[src/rtl/branch_resolve_unit.sv]
// Branch resolve unit: decides taken/not-taken for EX-stage control flow,
// issues a registered PC redirect to fetch and squashes the wrong path.
//
// Ports:
//   clock, reset_n                   clock / async active-low reset
//   ex_valid, ex_is_{bne,blt,j,jr}   decoded EX control flags
//   ex_pc, ex_imm, ex_jtarget        target operands
//   ex_jr_val                        register target for jr
//   blt, bne                         comparator results
//   fetch_ready                      fetch accepts the redirect
//   redirect_valid, redirect_pc      redirect request to fetch
//   flush_if_id, flush_id_ex         wrong-path squash
//   stall_pipe                       freeze PC and pipeline registers
//   resolved_cnt, taken_cnt          performance counters
module branch_resolve_unit #(
  parameter int unsigned FLUSH_CYCLES = 2,
  parameter int unsigned CNT_W        = 16
) (
  input  logic             clock,
  input  logic             reset_n,
  input  logic             ex_valid,
  input  logic             ex_is_bne,
  input  logic             ex_is_blt,
  input  logic             ex_is_j,
  input  logic             ex_is_jr,
  input  logic [31:0]      ex_pc,
  input  logic [16:0]      ex_imm,
  input  logic [26:0]      ex_jtarget,
  input  logic [31:0]      ex_jr_val,
  input  logic             blt,
  input  logic             bne,
  input  logic             fetch_ready,
  output logic             redirect_valid,
  output logic [31:0]      redirect_pc,
  output logic             flush_if_id,
  output logic             flush_id_ex,
  output logic             stall_pipe,
  output logic [CNT_W-1:0] resolved_cnt,
  output logic [CNT_W-1:0] taken_cnt
);

  typedef enum logic [1:0] {
    S_IDLE,
    S_REDIRECT,
    S_FLUSH
  } state_e;

  localparam logic [3:0] FC = 4'(FLUSH_CYCLES);

  state_e             state_q, state_d;
  logic               vld_q, vld_d;
  logic [31:0]        pc_q, pc_d;
  logic               flush_q, flush_d;
  logic               stall_q, stall_d;
  logic [3:0]         fcnt_q, fcnt_d;
  logic [CNT_W-1:0]   res_q, res_d;
  logic [CNT_W-1:0]   tkn_q, tkn_d;

  logic        resolve;
  logic        taken;
  logic [31:0] br_tgt;
  logic [31:0] target;

  assign resolve = ex_valid &
    (ex_is_jr | ex_is_j | ex_is_bne | ex_is_blt);
  assign taken = ex_valid &
    (ex_is_jr | ex_is_j |
     (ex_is_bne & bne) | (ex_is_blt & blt));

  // Branch offset is relative to the next word; wraps mod 2^32.
  assign br_tgt = ex_pc + 32'd1 +
    {{15{ex_imm[16]}}, ex_imm};

  // Overlapping flags are legal, so a priority chain (jr > j > branch).
  always_comb begin
    if (ex_is_jr)
      target = ex_jr_val;
    else if (ex_is_j)
      target = {ex_pc[31:27], ex_jtarget};
    else
      target = br_tgt;
  end

  always_ff @(posedge clock or negedge reset_n) begin
    if (!reset_n) begin
      state_q <= S_IDLE;
    end else begin
      state_q <= state_d;
    end
  end

  always_comb begin
    state_d = state_q;
    unique case (state_q)
      S_IDLE: begin
        if (taken)
          state_d = S_REDIRECT;
      end
      S_REDIRECT: begin
        if (fetch_ready)
          state_d = (FLUSH_CYCLES > 0) ? S_FLUSH : S_IDLE;
      end
      S_FLUSH: begin
        if (fcnt_q <= 4'd1)
          state_d = S_IDLE;
      end
      default: state_d = S_IDLE;
    endcase
  end

  always_comb begin
    pc_d    = pc_q;
    fcnt_d  = fcnt_q;
    res_d   = res_q;
    tkn_d   = tkn_q;
    vld_d   = (state_d == S_REDIRECT);
    flush_d = (state_d != S_IDLE);
    stall_d = (state_d != S_IDLE);
    unique case (state_q)
      S_IDLE: begin
        if (resolve)
          res_d = res_q + CNT_W'(1);
        if (taken) begin
          pc_d  = target;
          tkn_d = tkn_q + CNT_W'(1);
        end
      end
      S_REDIRECT: begin
        if (fetch_ready)
          fcnt_d = FC;
      end
      S_FLUSH: begin
        fcnt_d = fcnt_q - 4'd1;
      end
      default: ;
    endcase
  end

  always_ff @(posedge clock or negedge reset_n) begin
    if (!reset_n) begin
      vld_q   <= 1'b0;
      pc_q    <= '0;
      flush_q <= 1'b0;
      stall_q <= 1'b0;
      fcnt_q  <= '0;
      res_q   <= '0;
      tkn_q   <= '0;
    end else begin
      vld_q   <= vld_d;
      pc_q    <= pc_d;
      flush_q <= flush_d;
      stall_q <= stall_d;
      fcnt_q  <= fcnt_d;
      res_q   <= res_d;
      tkn_q   <= tkn_d;
    end
  end

  assign redirect_valid = vld_q;
  assign redirect_pc    = pc_q;
  assign flush_if_id    = flush_q;
  assign flush_id_ex    = flush_q;
  assign stall_pipe     = stall_q;
  assign resolved_cnt   = res_q;
  assign taken_cnt      = tkn_q;

endmodule

[config.mk]
export PLATFORM = sky130hd
export DESIGN_NAME = branch_resolve_unit
export DESIGN_NICKNAME = d
export VERILOG_FILES = /design/src/rtl/branch_resolve_unit.sv
export SDC_FILE = /design/constraint.sdc
export NUM_CORES = 1
export LEC_CHECK = 0
export BUFFER_PORTS_ARGS = -buffer_cell sky130_fd_sc_hd__buf_2
export CAP_MARGIN = 0
export CORE_MARGIN = 2
export CORE_UTILIZATION = 51
export DETAILED_ROUTE_END_ITERATION = 6
export GPL_TIMING_DRIVEN = 0
export MAX_ROUTING_LAYER = met4
export PLACE_DENSITY = 0.78
export SETUP_SLACK_MARGIN = 0.5
export SLEW_MARGIN = 40
export SYNTH_ARGS = -nofsm -noshare
export SYNTH_HDL_FRONTEND = slang
export SYNTH_SLANG_ARGS = --single-unit
[constraint.sdc]
create_clock -name clock -period 2.8 [get_ports clock]
set_input_delay 0.28 -clock clock [delete_from_list [all_inputs] [get_ports clock]]
set_output_delay 0.28 -clock clock [all_outputs]
set_load 0.05 [all_outputs]
# After elaboration in Yosys (flattened, before gate mapping)

Index checks and enable logic that the tools add are counted.
W data, S select, Z words.

$add $sub $neg: 5
Mux-type cells: 8
Bitwise operators: 9
Reduce and logical (&&, ||, !) cells: 6
Equality and inequality tests: 4
$lt $le $gt $ge: 1

Operator list:

| kind                    | count |
|---|---|
| $mux W32                | 2 |
| $add A16 B1 Y16 const B | 2 |
| $add A32 B1 Y32 const B | 1 |
| $add A32 B32 Y32        | 1 |
| $pmux W4 S2             | 1 |
| $mux W2                 | 3 |
| $pmux W2 S3             | 1 |
| $reduce_and A2 Y1       | 3 |
| $or A1 B1 Y1            | 5 |
| $and A1 B1 Y1           | 4 |
| $eq A2 B1 Y1 const B    | 2 |
| $le A4 B1 Y1 const B    | 1 |
| $mux W4                 | 1 |
| $reduce_bool A2 Y1      | 2 |
| $sub A4 B1 Y4 const B   | 1 |
| $eq A2 B2 Y1 const B    | 1 |
| $logic_not A2 Y1        | 1 |
| $ne A2 B2 Y1 const B    | 1 |

Output and inout bits: 68
Bits of input ports: 118
Register bits after elaboration: 72

# Depth between registers and ports, before layout

Word-level depth: 7
Depth in mapped cells: 13
Depth with buffers taken out: 13

# Least setup slack after synthesis

OpenSTA, ideal clock, no wires.

Kind: input -> register
From: in ex_pc[0]
To: reg pc_q[30], in the netlist redirect_pc[30]
Slack: 0.148 ns
Library setup time: 0.138 ns
Stages on the path: 13
Path buffers: 0
Data arrival time: 2.513 ns
Cell sequence: inv_1 ha_1 inv_1 fa_1 a21o_1 a311oi_4 o31ai_4 a31oi_4 o31ai_4 a211oi_2 a21oi_2 xnor2_1 a31oi_1

Word-level cells in the longest chain between the ends: 4

RTL lines:

| item                 | line | RTL |
|---|---|---|
| from (decl)          | 26   | `input logic [31:0] ex_pc,` |
| $add A32 B1 Y32      | 71   | `assign br_tgt = ex_pc + 32'd1 +` |
| $add A32 B32 Y32     | 71   |  |
| $mux W32             | 78   | `else if (ex_is_j)` |
| $mux W32             | 76   | `if (ex_is_jr)` |
| to (signal assigned) | 150  | `pc_q <= pc_d;` |
| to (decl)            | 52   | `logic [31:0] pc_q, pc_d;` |

No other way between the ends.
A chain may end at the register's enable or synchronous reset.

# Worst setup path in the final report

From: in ex_pc[0]
To: reg pc_q[24], in the netlist redirect_pc[24]

The elaborated chain is that of the path after synthesis.

==> reports/qor.csv <==
stage,metric,value,unit
outcome,status,completed,
finish,layout cells sized above 1,37.1,%
clock_network,clk slew on worst S/H paths,0.08,ns
critical_path,Crit Path Category,primary input to register,
die,die width,104,um
global_routing,number of global-route vias before repair,5129,
yosys,XOR/XNOR Fraction of Synth Area,9.20,%
power,sequential share of power,30.4,%
global_routing,GRT overflow,0,
yosys,synthesized area per cell,8.79,um^2
yosys,"Seq/Total Area, Yosys",35.0,%
finish,finished layout cell area,6980,um^2
die,Die Area,10900,um^2
critical_path,CP endpoint kind,register,
critical_path,CP startpoint,ex_pc[0],
placed_design,placed inst area,6340,um^2
timing,"Hold Violations, Final",0,
yosys,synth unique cells,65,
placed_design,Port Buffers,183,
finish,Final Non-Filler Cells,937,
power,P per Cell Area,782,nW/um^2
yosys,Post-synth ARST share,100,%
power,Lkg Pwr,3.34,nW
global_routing,global-route wire length before repair,24700,um
placed_design,GPL Wtd Cong,0.993,
power,post-route total power,5.46,mW
timing,post-layout min period,2.40,ns
critical_path,crit path max fanout,3,
power,Comb power frac,57.1,%
clock_network,CTS buffer count,9,
yosys,adder-cell share of the synthesized area,8.91,%
timing,Slew HR,55.1,%
hold_path,Worst Hold Class,primary input to register,
run,# Max-Cap Violations,0,
timing,RSZ-0062 raised after global routing,yes,
finish,Antenna Cells,0,
yosys,Synth Area in Simple Gates,16.7,%
yosys,"Top FF cell, synth",dfrtp_1,
timing,skew final,0.00867,ns
die,Starting Density,52.6,%
timing,Pins Over Slew Limit,0,
power,Clock power frac,12.5,%
timing,final worst path period share,85.6,%
timing,worst-margin pin slew,0.673,ns
finish,Final nets,954,
clock_network,CTS HTree Levels,3,
detailed_routing,Routed WL,16100,um
yosys,"EDFF count, synth",0,
critical_path,WP data required,3.04,ns
critical_path,WP data arrival,2.63,ns
power,P_sw,2.82,mW
yosys,largest family of logic cells by synthesized area,compound AO/OA/AOI/OAI gates,
yosys,post-synthesis register bit count,72,
yosys,Synthesized Nets,739,
detailed_routing,Via density,5.78,
critical_path,Setup crit end,redirect_pc[24],
finish,Area Overhead vs Synth,35.7,%
power,Max IR drop VDD,0.552,mV
timing,# setup viols final,0,
yosys,YS warnings,0,
yosys,Syn Inst Count,585,
hold_path,Cells on Worst Hold Path,2,
die,area of the core,9770,um^2
placed_design,hpwl dp,12200,um
detailed_routing,Avg WL per Cell,17.2,um
global_routing,initial antenna violation count,0,
detailed_routing,via count,5412,
timing,highest clock rate,0.417,GHz
clock_network,total clock sinks,72,
global_routing,largest net degree at the start of global routing,46,
critical_path,Reg2Reg Depth,8,
die,Die H,104,um
die,Row Count,36,
timing,Setup TNS Final,0,ns
yosys,multiplexer share of the synthesized area,1.02,%
critical_path,Setup crit start kind,primary input,
detailed_routing,1st-pass router iterations,5,
clock_network,CTS tree,built,
clock_network,clock latency on the worst-skew pair,0.34,ns
yosys,Mapped Area,5140,um^2
placed_design,Cells after DPL,902,
detailed_routing,drt first-iter violations,340,
detailed_routing,Detail Route Antenna Nets,0,
critical_path,reg-to-reg startpoint,state_q[1],
critical_path,FF-to-FF setup slack,0.64,ns
clock_network,clock buffer depth,2,
finish,most frequent cells in the layout,"buf_2 (178), nand2_1 (80), dfrtp_1 (72)",
clock_network,Clock Root Buffer,clkbuf_8,
critical_path,R2R Path End,taken_cnt[12],
global_routing,Tot GR Track Use,28.9,%
yosys,post-synthesis compound-gate area fraction,24.6,%
power,Internal Power,2.63,mW
power,Switching Fraction,51.7,%
detailed_routing,remaining routing DRC violations,0,
finish,"most common cell after layout, fill and taps aside",buf_2,
die,boundary pin count,186,
finish,final core occ,71.4,%
## cell usage after synthesis, drive strengths merged (11+ instances only)
library cell / number / share of area [%]
clkbuf: 17 / 1.6
dfrtp: 72 / 35
a21oi: 41 / 4.1
nand4: 11 / 1.3
inv: 18 / 1.3
a31oi: 12 / 1.8
nor2: 39 / 2.9
and3: 12 / 1.5
o21ai: 56 / 5.5
ha: 35 / 8.5
nand2: 81 / 5.9
a21o: 14 / 2.0
nand3: 16 / 1.7
xor2: 17 / 2.9
xnor2: 37 / 6.3
o211ai: 17 / 2.5
## stage by stage
step                hold WS [ns]  worst slack (ns)
finish                     0.139             0.404
global route               0.141             0.341
global placement           0.457            -0.105
detailed placement         0.166            -0.113
floorplan                -0.0156             0.349
CTS                        0.130             0.358
## critical path: stages
cell and delay [ns]:
buf_12 0.11, inv_12 0.04, ha_4 0.12, inv_2 0.03, fa_2 0.32, a21o_1 0.21
a311oi_4 0.35, o31ai_4 0.10, a31oi_4 0.21, o31ai_4 0.14, a21boi_2 0.25, xor2_2 0.20
a21oi_1 0.09, a21o_1 0.16
## kinds of logic after synthesis
kind of cell | Yosys count
adders and majority gates | 36
AOI/OAI and AO/OA | 187
muxes | 5
buffers and inverters | 45
DFF | 72
xor gates and xnor gates | 54
and+or+nand+nor | 186
## layout make-up
type,count,area [um^2]
inverters,19,88.8
well taps,133,166
clock buffers,9,124
multi-input cells,468,3450
fillers,758,2800
clock inverters,6,37.5
repair buffers,204,1140
plain buffers,26,168
flip-flops and latches,72,1800
## sequential cells by signal (all words and copies together), names as in the netlist
register,flops
redirect_valid,1
redirect_pc,32
state_q,2
fcnt_q,4
resolved_cnt,16
stall_pipe,1
taken_cnt,16
## metal layers
| layer | wire length, um | GRT usage, % |
|---|---|---|
| met4 | 486 | 9.85 |
| met3 | 1240 | 4.01 |
| met1 | 6580 | 37.4 |
| met5 | 0 | - |
| met2 | 7780 | 46.7 |
## worst min-delay path by stage
stage,from,to
after floorplan,reset_n,fcnt_q[0]
after global placement,taken_cnt[15],taken_cnt[15]
after detailed placement,reset_n,resolved_cnt[13]
after CTS,fetch_ready,redirect_valid
after global routing,fetch_ready,redirect_valid
final,fetch_ready,redirect_valid
## power by group through the flow
stage,registers [mW],logic [mW],clock network [mW]
2_1_floorplan,2.75,1.06,0
3_3_place_gp,1.65,2.89,0
3_5_place_dp,1.67,2.94,0
4_1_cts,1.65,3.00,0.694
5_1_grt,1.70,3.31,0.755
6_report,1.66,3.12,0.683
## repair_timing
item,4_1_cts,5_1_grt
pin swaps,15,29
endpoints found under the hold margin,27,0
endpoints found under the setup margin,24,29
setup buffers,11,8
resized for setup,29,47
cloned,0,0
hold buffers,1,0
Power figures use the tool's default switching activity.
